[src/rtl/usr_pkg.sv]
// rtl/usr_pkg.sv - shared mode encodings and burst FSM state type for univ_shift_reg
package usr_pkg;

    localparam logic [1:0] MODE_HOLD = 2'b00;
    localparam logic [1:0] MODE_SHR  = 2'b01;
    localparam logic [1:0] MODE_SHL  = 2'b10;
    localparam logic [1:0] MODE_LOAD = 2'b11;

    typedef enum logic [1:0] {
        ST_IDLE  = 2'b00,
        ST_SHIFT = 2'b01,
        ST_DONE  = 2'b10
    } usr_state_t;

endpackage

[src/rtl/usr_burst_ctrl.sv]
// rtl/usr_burst_ctrl.sv - burst FSM and remaining-shift counter; decides load/shift/direction each edge
module usr_burst_ctrl
    import usr_pkg::*;
#(
    parameter int WIDTH = 8,
    parameter int CW    = $clog2(WIDTH) + 1
) (
    input  logic          clk,
    input  logic          rs_n,
    input  logic [1:0]    mode,
    input  logic          start,
    input  logic [CW-1:0] amount,
    output logic          shift_en,
    output logic          dir,
    output logic          load_en,
    output logic          busy,
    output logic          done
);

    usr_state_t    state_q, state_d;
    logic [CW-1:0] rem_q, rem_d;
    logic          dir_q, dir_d;
    logic [CW-1:0] count;
    logic          is_shift_mode;

    assign count         = (amount > CW'(WIDTH)) ? CW'(WIDTH) : amount;
    assign is_shift_mode = (mode == MODE_SHR) || (mode == MODE_SHL);

    always_comb begin
        state_d  = state_q;
        rem_d    = rem_q;
        dir_d    = dir_q;
        shift_en = 1'b0;
        dir      = dir_q;
        load_en  = 1'b0;
        busy     = 1'b0;
        done     = 1'b0;
        case (state_q)
            ST_IDLE: begin
                dir = (mode == MODE_SHL);
                if (mode == MODE_LOAD) begin
                    load_en = 1'b1;
                end else if (is_shift_mode) begin
                    if (start) begin
                        dir_d = (mode == MODE_SHL);
                        if (count == '0) begin
                            state_d = ST_DONE;
                        end else begin
                            // First burst shift happens on the start edge itself
                            shift_en = 1'b1;
                            busy     = 1'b1;
                            rem_d    = count - CW'(1);
                            state_d  = (count == CW'(1)) ? ST_DONE : ST_SHIFT;
                        end
                    end else begin
                        shift_en = 1'b1;
                    end
                end
            end
            ST_SHIFT: begin
                shift_en = 1'b1;
                busy     = 1'b1;
                rem_d    = rem_q - CW'(1);
                if (rem_q == CW'(1)) begin
                    state_d = ST_DONE;
                end
            end
            ST_DONE: begin
                done    = 1'b1;
                state_d = ST_IDLE;
            end
            default: state_d = ST_IDLE;
        endcase
    end

    always_ff @(posedge clk or negedge rs_n) begin
        if (!rs_n) begin
            state_q <= ST_IDLE;
            rem_q   <= '0;
            dir_q   <= 1'b0;
        end else begin
            state_q <= state_d;
            rem_q   <= rem_d;
            dir_q   <= dir_d;
        end
    end

endmodule

[src/rtl/univ_shift_reg.sv]
// rtl/univ_shift_reg.sv - universal shift register with load, hold and burst shift
// Optional USR_ROTATE_EN: shifts rotate and the serial inputs are ignored.
module univ_shift_reg
    import usr_pkg::*;
#(
    parameter int WIDTH = 8,
    parameter int CW    = $clog2(WIDTH) + 1
) (
    input  logic             clk,
    input  logic             rs_n,
    input  logic [1:0]       mode,
    input  logic [WIDTH-1:0] din,
    input  logic             sin_r,
    input  logic             sin_l,
    input  logic             start,
    input  logic [CW-1:0]    amount,
    output logic [WIDTH-1:0] q,
    output logic             so_r,
    output logic             so_l,
    output logic             busy,
    output logic             done
);

    logic [WIDTH-1:0] q_q, q_d;
    logic             shift_en, dir, load_en;
    logic             fill_r, fill_l;

    usr_burst_ctrl #(
        .WIDTH (WIDTH),
        .CW    (CW)
    ) u_ctrl (
        .clk      (clk),
        .rs_n     (rs_n),
        .mode     (mode),
        .start    (start),
        .amount   (amount),
        .shift_en (shift_en),
        .dir      (dir),
        .load_en  (load_en),
        .busy     (busy),
        .done     (done)
    );

`ifdef USR_ROTATE_EN
    assign fill_r = q_q[0];
    assign fill_l = q_q[WIDTH-1];
`else
    assign fill_r = sin_r;
    assign fill_l = sin_l;
`endif

    always_comb begin
        q_d = q_q;
        if (load_en) begin
            q_d = din;
        end else if (shift_en) begin
            q_d = dir ? {q_q[WIDTH-2:0], fill_l} : {fill_r, q_q[WIDTH-1:1]};
        end
    end

    always_ff @(posedge clk or negedge rs_n) begin
        if (!rs_n) begin
            q_q <= '0;
        end else begin
            q_q <= q_d;
        end
    end

    assign q    = q_q;
    assign so_r = q_q[0];
    assign so_l = q_q[WIDTH-1];

endmodule

[config.mk]
export PLATFORM = sky130hd
export DESIGN_NAME = univ_shift_reg
export DESIGN_NICKNAME = d
export VERILOG_FILES = /design/src/rtl/usr_pkg.sv /design/src/rtl/usr_burst_ctrl.sv /design/src/rtl/univ_shift_reg.sv
export SDC_FILE = /design/constraint.sdc
export NUM_CORES = 1
export LEC_CHECK = 0
export CAP_MARGIN = 20
export CORE_ASPECT_RATIO = 1.2
export CORE_MARGIN = 3
export CORE_UTILIZATION = 35
export CTS_BUF_LIST = sky130_fd_sc_hd__clkbuf_8
export DETAILED_ROUTE_END_ITERATION = 8
export PLACE_DENSITY = 0.59
export SLEW_MARGIN = 0
export SYNTH_ARGS = -nofsm -noshare
export SYNTH_HDL_FRONTEND = slang
export SYNTH_SLANG_ARGS = --single-unit
[constraint.sdc]
create_clock -name clk -period 4.15 [get_ports clk]
set_input_delay 0.415 -clock clk [delete_from_list [all_inputs] [get_ports clk]]
set_output_delay 0.415 -clock clk [all_outputs]
set_load 0.02 [all_outputs]
==> results of run 1 <==
==> registers in the layout (all words and copies together), names as in the netlist <==
| register | cells |
|---|---|
| q | 8 |
| u_ctrl.state_q | 2 |
| u_ctrl.rem_q | 4 |
| u_ctrl.dir_q | 1 |
==> cell usage after synthesis, types with 2 or more instances <==
master,count,area share
ha_1,6,0.061
nor3_1,2,0.0081
nand2b_1,5,0.025
o22ai_1,7,0.035
nor2_1,7,0.021
inv_1,3,0.0091
nor2b_1,3,0.015
a21oi_1,3,0.012
nor3b_1,9,0.055
buf_6,3,0.027
buf_4,3,0.018
or3_1,2,0.010
nand2_1,9,0.027
clkbuf_1,3,0.0091
dfrtp_1,15,0.30
o31ai_1,6,0.036
mux2_2,17,0.16
==> power by group <==
part           switching (uW)  total [uW]  leakage [uW]  internal (uW)
Combinational             297         617      0.000398            319
Clock                    54.4         121     0.0000255           66.4
Sequential                106         325      0.000175            218
Total                     458        1060      0.000599            604
==> worst max-delay path, delay by kind of cell <==
kind,cells,cell delay [ns]
simple gates,1,0.52
compound gates,1,0.28
fa+ha+maj,1,0.30
buf+inv,3,1.20
==> metrics by stage <==
step                      worst slack [ns]  hold slack (ns)  instance area [um2]
after floorplan                       2.17            0.119                 1230
after global placement                1.05            0.526                 1510
after detailed placement              1.03            0.540                 1510
after CTS                             1.01            0.554                 1550
after global routing                 0.945            0.575                 1550
final                                 1.03            0.553                 1550
==> final cells by class <==
cell class / instances / area (um2) / share of cell area
Clock buffer: 3 / 41.3 / 0.0266
Clock inverter: 1 / 5.00 / 0.00323
Inverter: 3 / 11.3 / 0.00726
Multi-Input combinational cell: 97 / 772 / 0.498
Sequential cell: 15 / 375 / 0.242
Tap cell: 37 / 46.3 / 0.0298
Timing Repair Buffer: 30 / 300 / 0.194
==> cell families (layout without fill, tap and decap cells) <==
logic type,count (synthesis),in the layout,synth area share
buffers and inverters,14,37,0.0709
and+or+nand+nor,43,43,0.204
muxes,18,18,0.163
adders and majority gates,6,6,0.0608
xor gates and xnor gates,1,1,0.00709
AOI/OAI and AO/OA,29,29,0.190
DFF,15,15,0.304
==> cells in the final DEF (no fill, tap or decap), types with 2 or more instances in the layout <==
cell              n
a21oi_1           3
clkbuf_8          3
clkdlybuf4s50_1  30
dfrtp_1          15
ha_1              6
inv_1             3
mux2_2           17
nand2_1           9
nand2b_1          5
nor2_1            7
nor2b_1           3
nor3_1            2
nor3b_1           9
o22ai_1           7
o31ai_1           6
or3_1             2
==> path summary, 6_finish.rpt <==
kind	slack (ns)	end	start
max	1.03	busy	mode[0]
min	0.55	u_ctrl.rem_q[3]	u_ctrl.rem_q[3]
max reg2reg	2.54	q[6]	u_ctrl.state_q[1]
min reg2reg	0.55	u_ctrl.rem_q[3]	u_ctrl.rem_q[3]
max in group asynchronous	3.09	u_ctrl.dir_q	rs_n
min in group asynchronous	0.60	q[7]	rs_n
==> routing by layer <==
layer | vias up | track usage | wire length, um | share of wire
met3 | 2 | 0.0292 | 151 | 0.051
met4 | 0 | 0.0394 | 12 | 0.0041
met2 | 25 | 0.237 | 1480 | 0.50
met5 | - | 0 | 0 | 0
met1 | 499 | 0.183 | 1300 | 0.44
li1 | 510 | - | - | -
==> results.py, run 1 <==
metrics = {
    "status": {
        "status": "completed",
    },
    "yosys": {
        "synthFlopType": "dfrtp_1",
        "synth_cell_types": 40,
        "ys_seq_area_frac": 0.304,
        "synth_fp_nets": 151,
        "syn_inst": 126,
        "synthArstFlopShare": 1.00,
        "netlist_area_um2": 1230,
        "ys_ff_latch": 15,
        "synth-edff-count": 0,
        "syn_avg_cell_area_um2": 9.80,
        "ys.warnings.count": 0,
    },
    "global_route": {
        "overflow": 0,
        "grt_pass1_vias": 1034,
        "grt_max_degree": 17,
        "antenna_found_initial": 0,
        "track_usage": 0.142,
        "grt_pass1_wl_um": 4770,
    },
    "sta": {
        "hold_violations": 0,
        "fmax_ghz": 0.320,
        "period_minus_slack_ns": 3.12,
        "finalSetupViolCount": 0,
        "skew_ns": 0.00828,
        "relSlewSlack": 0.518,
        "drv_slew": 0,
        "worstMarginPinSlew_ns": 0.721,
        "period_share": 0.752,
        "tns_ns": 0,
        "rsz0062_at_grt": "no",
    },
    "critical_path": {
        "cp.arrival_ns": 2.71,
        "crit_top_cell": "clkdlybuf4s50_1",
        "r2r_cells": 3,
        "cp_cell_sequence": "clkdlybuf4s50_1, inv_1, ha_1, or3b_1, o31ai_4, clkdlybuf4s50_1",
        "crit_type": "in2out",
        "cp-end-kind": "primary output",
        "crit_slowest_cell": "clkdlybuf4s50_1",
        "startpoint_type": "primary input",
        "crit_fanout": 6,
        "slowest_delay_ns": 0.66,
        "crit_required_ns": 3.73,
    },
    "layout": {
        "layout-drive-gt1-share": 0.195,
        "diodes": 0,
        "final_cells": 186,
        "final_util": 0.461,
        "area_growth_pct": 25.6,
        "fillCellCount": 344,
        "fin_nets": 175,
    },
    "route": {
        "drtPass1Iterations": 6,
        "vias": 1036,
        "avgViaCountPerCell": 5.57,
        "ant_nets": 0,
        "drc": 0,
        "wirelength_um": 2950,
        "drt_iter0_markers": 39,
        "post_drt_wl_per_cell_um": 15.8,
    },
    "hold_path": {
        "hp-class": "reg2reg",
        "holdPathStages": 1,
    },
    "placed_design": {
        "dp_cells": 182,
        "dp_hpwl_um": 2190,
        "io_buffers": 30,
        "place_congestion": 0.802,
    },
    "clock_tree": {
        "cts_sinks": 15,
        "cts.clk_slew.worst_paths_ns": 0.07,
        "cts_tree": "yes",
        "root_buffer": "clkbuf_8",
        "cts_buffers": 3,
        "clock_latency_ns": 0.25,
        "cts_max_level": 1,
        "cts_setup_buffers": 0,
        "holdBufCountCts": 0,
        "cts_buffer_depth": 2,
        "cts-resized-gates": 0,
    },
    "power_and_ir_drop": {
        "power_density_nw_per_um2": 685,
        "peakVddDrop_v": 0.000388,
        "finalPower_uw": 1060,
        "power.leakage_uw": 0.000599,
    },
    "floorplan": {
        "die_y_um": 71.1,
        "pin_count": 31,
        "initial_core_util": 0.367,
        "fp-row-count": 23,
        "core_um2": 3370,
        "dieArea_um2": 4280,
        "fp.dieW_um": 60.2,
    },
    "flow_run": {
        "max_cap_viol_count": 0,
    },
}
(Power assumes the default switching activity.)
==> run 2: changes to the inputs <==
--- a/config.mk
+++ b/config.mk
@@ -11,7 +11,7 @@
 export CORE_UTILIZATION = 35
 export CTS_BUF_LIST = sky130_fd_sc_hd__clkbuf_8
 export DETAILED_ROUTE_END_ITERATION = 8
-export PLACE_DENSITY = 0.59
+export PLACE_DENSITY = 0.62
 export SLEW_MARGIN = 0
 export SYNTH_ARGS = -nofsm -noshare
 export SYNTH_HDL_FRONTEND = slang
==> constraint.sdc (replaced) <==
create_clock -name clk -period 2.8 [get_ports clk]
set_input_delay 0.28 -clock clk [delete_from_list [all_inputs] [get_ports clk]]
set_output_delay 0.28 -clock clk [all_outputs]
set_load 0.02 [all_outputs]
==> results.py, run 2 (same netlist as run 1, synthesis figures left out) <==
metrics = {
    "status": {
        "status": "completed",
    },
    "clock_tree": {
        "cts_buffer_depth": 2,
        "cts_setup_buffers": 0,
        "cts_sinks": 15,
        "cts_tree": "yes",
        "cts_max_level": 1,
        "cts_buffers": 3,
        "root_buffer": "clkbuf_8",
        "clock_latency_ns": 0.24,
        "holdBufCountCts": 0,
        "cts.clk_slew.worst_paths_ns": 0.06,
    },
    "floorplan": {
        "die_y_um": 71.1,
        "pin_count": 31,
        "fp.dieW_um": 60.2,
        "core_um2": 3370,
        "dieArea_um2": 4280,
        "fp-row-count": 23,
        "initial_core_util": 0.367,
    },
    "placed_design": {
        "place_congestion": 0.774,
        "dp_hpwl_um": 2120,
        "io_buffers": 30,
    },
    "sta": {
        "drv_slew": 0,
        "worstMarginPinSlew_ns": 0.726,
        "rsz0062_at_grt": "no",
        "relSlewSlack": 0.514,
        "finalSetupViolCount": 0,
        "skew_ns": 0.000803,
        "period_minus_slack_ns": 2.38,
        "hold_violations": 0,
        "tns_ns": 0,
        "period_share": 0.848,
        "whs_ns": 0.469,
        "fmax_ghz": 0.421,
    },
    "critical_path": {
        "crit_required_ns": 2.52,
        "startpoint_type": "primary input",
        "cp-end-kind": "primary output",
        "cp.arrival_ns": 2.10,
        "crit_fanout": 3,
        "crit_type": "in2out",
    },
    "layout": {
        "layout_common_cells": "clkdlybuf4s50_1, mux2_2, dfrtp_1, nor3b_1, nand2_1",
        "layout_commonest_cell": "clkdlybuf4s50_1",
        "layout-drive-gt1-share": 0.199,
        "area_growth_pct": 27.0,
        "diodes": 0,
        "multi_input_area_um2": 772,
        "largest_register_ffs": 8,
        "fin_nets": 177,
        "regArea_um2": 375,
        "fillCellCount": 339,
    },
    "power_and_ir_drop": {
        "sw_frac_of_total": 0.429,
        "finalPower_uw": 1560,
        "p_comb_frac": 0.583,
        "pwr-share-clk": 0.111,
        "peakVddDrop_v": 0.000514,
        "power_density_nw_per_um2": 996,
        "power.leakage_uw": 0.000617,
        "switchingPower_uw": 670,
        "p_int_uw": 892,
        "seq_power_share": 0.306,
    },
    "flow_run": {
        "max_cap_viol_count": 0,
    },
    "route": {
        "vias": 1037,
        "ant_nets": 0,
        "drt_iter0_markers": 24,
        "post_drt_wl_per_cell_um": 14.9,
        "drtPass1Iterations": 4,
        "wirelength_um": 2800,
        "avgViaCountPerCell": 5.52,
        "drc": 0,
    },
    "global_route": {
        "antenna_found_initial": 0,
        "grt_pass1_vias": 1024,
        "overflow": 0,
        "grt_max_degree": 17,
        "track_usage": 0.141,
        "grt_pass1_wl_um": 4640,
    },
    "hold_path": {
        "hp-class": "in2async",
    },
}
run 2: cell count changes in the layout (fill, tap and decap cells not counted), sizes merged:
cell	change
buf	+2
dlymetal6s2s	+1
clkdlybuf4s50	-1
inv	+1
clkinv	-1
run 2: area by class of cell:
cell class,count,area share
flip-flops and latches,15,0.239
repair buffers,32,0.203
clock inverters,1,0.00239
inverters,3,0.00718
multi-input cells,97,0.492
well taps,37,0.0295
clock buffers,3,0.0263
run 2: path summary, 6_finish.rpt:
| kind | start | end | slack [ns] | cells past startpoint |
|---|---|---|---|---|
| worst min register to register | u_ctrl.rem_q[0] | u_ctrl.rem_q[0] | 0.55 | 1 |
| min in group clk | u_ctrl.rem_q[0] | u_ctrl.rem_q[0] | 0.55 | 1 |
| worst max register to register | u_ctrl.state_q[1] | u_ctrl.dir_q | 1.24 | 3 |
| worst min-delay path | rs_n | q[0] | 0.47 | 1 |
| max in group asynchronous | rs_n | u_ctrl.rem_q[2] | 1.88 | 1 |
| worst max-delay path | mode[0] | busy | 0.42 | 6 |
run 2: power groups by stage:
stage	sequential, uW	clock (uW)	combinational (uW)
3_5_place_dp	479	0	915
6_report	477	173	911
3_3_place_gp	474	0	895
2_1_floorplan	489	0	634
4_1_cts	474	181	921
5_1_grt	499	193	1000
run 2: timing repair:
item,CTS,global route
resized for setup,0,1
endpoints found under the setup margin,0,1
hold endpoints to repair,0,0
run 2: per-layer routing:
| metal | global-route usage | routed length, um | vias to the layer above |
|---|---|---|---|
| met2 | 0.252 | 1430 | 23 |
| met1 | 0.162 | 1200 | 498 |
| met4 | 0.0493 | 36 | 0 |
| li1 | - | - | 512 |
| met3 | 0.0255 | 137 | 4 |
| met5 | 0 | 0 | - |
run 2: metrics by stage:
stage | instance area, um2 | util | worst slack, ns | std cells
6_report | 1570 | 0.466 | 0.424 | 188
5_1_grt | 1570 | 0.466 | 0.364 | 188
4_1_cts | 1570 | 0.465 | 0.0401 | 188
3_5_place_dp | 1520 | 0.452 | 0.0552 | 184
3_3_place_gp | 1520 | 0.452 | 0.0487 | 184
2_1_floorplan | 1230 | - | 0.957 | 126
run 2: worst max-delay path, stage by stage:
cell and delay, ns:
clkdlybuf4s50_1 0.48, inv_1 0.05, ha_1 0.30, or3b_1 0.43
o31ai_4 0.28, dlymetal6s2s_1 0.28
==> variant, RTL diff (config.mk and constraints of run 2) <==
`WIDTH` is set to 8 in 2 places; all go to 4.
--- a/src/rtl/usr_burst_ctrl.sv
+++ b/src/rtl/usr_burst_ctrl.sv
@@ -2,7 +2,7 @@
 module usr_burst_ctrl
     import usr_pkg::*;
 #(
-    parameter int WIDTH = 8,
+    parameter int WIDTH = 4,
     parameter int CW    = $clog2(WIDTH) + 1
 ) (
     input  logic          clk,
--- a/src/rtl/univ_shift_reg.sv
+++ b/src/rtl/univ_shift_reg.sv
@@ -3,7 +3,7 @@
 module univ_shift_reg
     import usr_pkg::*;
 #(
-    parameter int WIDTH = 8,
+    parameter int WIDTH = 4,
     parameter int CW    = $clog2(WIDTH) + 1
 ) (
     input  logic             clk,
Ports: changed (resized amount, din and q); port bits go from 31 to 22. The function was not compared with the original's and may differ.
==> variant against run 2 <==
- cell count shrank 32%
- first-iteration DRC count shrank 88%
- core utilization grew 5.4 points
- via count shrank 39%
- count of clock-buffer cells in the layout is the same
- worst hold slack lost 0.096 ns
- sequential cell count shrank 5
- design area shrank 35%
- synthesized area shrank 38%
- routed wire length shrank 42%
- total power shrank 40%
- register-to-register slack lost 0.05 ns
- worst setup slack lost 0.20 ns
- critical path type unchanged
- highest routed layer is now met3
==> variant: results (changes against run 2) <==
[status]
status=complete, no violations  ; unchanged

[grt]
grt_use_total_pct=12.2  ; was 14.1%
grt_max_degree=12  ; was 17
first_global_vias=628  ; was 1,024
grt_pass1_wl_um=2680  ; was 4640 µm
antenna_found_initial=0  ; unchanged

[clocking]
clk_latency_ns=0.23
clockBufferDepth=2  ; unchanged
cts_tree=done  ; unchanged
cts_setup_buffers=0  ; unchanged
clk_pin_slew_ns=0.04  ; was 0.06 ns
cts_root_buf=clkbuf_8  ; unchanged
cts_buffers=3  ; unchanged
cts_resized=0  ; unchanged
htree_levels=1  ; unchanged

[yosys]
synth-xor-area-share_pct=1.15  ; was 0.709%
ys_types=31  ; was 40
async_flop_share_pct=100  ; unchanged
ys_warn_count=0  ; unchanged
synth_seq_area_share_pct=32.7  ; was 30.4%
syn-num-nets=100  ; was 151
synth-adder-area-share_pct=9.82  ; was 6.08%
synth_compound_area_share_pct=14.2  ; was 19.0%
synth.area.top_cells=dfrtp_1 (33%), ha_1 (9.8%), mux2i_1 (7.9%), nor2b_1 (5.7%), nand3b_1 (4.9%)  ; was dfrtp_1 (30%), mux2_2 (16%), ha_1 (6.1%), nor3b_1 (5.5%), o31ai_1 (3.6%)
synth_commonest_cells=dfrtp_1 (10), inv_1 (9), nor2b_1 (7)  ; was mux2_2 (17), dfrtp_1 (15), nand2_1 (9), nor3b_1 (9)
synth_mux_area_share_pct=10.8  ; was 16.3%
synthCells=80  ; was 126

[placement]
numPortBuffers=21  ; was 30
dp_hpwl_um=1300  ; was 2120 µm
dp.cells=125  ; was 184
routabilityCongestion=0.812  ; was 0.774
dp_slack_ns=0.227  ; was 0.0552 ns

[route]
via_per_inst=4.91  ; was 5.52
wl_per_cell_um=12.8  ; was 14.9 µm
first_iter_violations=3  ; was 24
vias=628  ; was 1,037
firstDrtPassIters=3  ; was 4

[cells_and_area]
largest_reg_flops=4  ; was 8
antenna_cells=0  ; unchanged
num-fill-cells=204  ; was 339
nets=122  ; was 177
drive_gt1_share_pct=8.00  ; was 19.9%

[hold_path]
hold_class=in -> async  ; unchanged

[worst_setup_path]
path_max_fanout=3  ; unchanged

[pwr]
leakage_nw=0.460  ; was 0.617 nW
irDropWorstVdd_mv=0.536  ; was 0.514 mV

[timing]
setup_violations=0  ; unchanged
finalClockSkew_ns=0.00174  ; was 0.000803 ns
slew-limit-headroom_pct=69.2  ; was 51.4%

variant: area by class of cell:
cell class,count,share of cell area (%)
clock buffer,3,4.06
inverter,9,3.32
multi-input combinational,56,43.2
sequential,10,24.6
tap,28,3.44
timing repair buffer,22,21.4
variant: worst max-delay path: stages:
cell and delay (ns):
clkdlybuf4s50_1 0.48, inv_1 0.05, ha_1 0.29, nor2b_1 0.21, a31oi_1 0.13, nor2_1 0.21, clkdlybuf4s50_1 0.65
variant: layer usage:
| metal | global-route usage, % | routed length, µm | up-vias |
|---|---|---|---|
| met1 | 12.9 | 705 | 289 |
| met5 | 0 | 0 | - |
| li1 | - | - | 324 |
| met4 | 2.44 | 0 | 0 |
| met3 | 4.96 | 81 | 0 |
| met2 | 22.7 | 847 | 15 |
variant: per-stage QoR:
stage / instance area [µm²] / total power [mW]
2_1_floorplan: 764 / 0.635
3_3_place_gp: 976 / 0.797
3_5_place_dp: 976 / 0.802
4_1_cts: 1020 / 0.952
5_1_grt: 1020 / 1.00
6_report: 1020 / 0.936
variant: where the power goes:
part	total, mW	switching (mW)	internal, mW	leakage (nW)
combinational	0.497	0.243	0.254	0.322
sequential	0.296	0.0840	0.212	0.117
clock	0.142	0.0487	0.0935	0.0216
variant: final timing paths:
path / startpoint / cells past startpoint / to / slack, ns
worst max-delay path: mode[0] / 7 / busy / 0.22
worst min-delay path: rs_n / 1 / q[1] / 0.37
worst max register to register: u_ctrl.state_q[0] / 4 / q[0] / 1.19
worst min register to register: u_ctrl.dir_q / 1 / u_ctrl.dir_q / 0.56
max in group asynchronous: rs_n / 1 / u_ctrl.state_q[1] / 2.11
min in group clk: u_ctrl.dir_q / 1 / u_ctrl.dir_q / 0.56
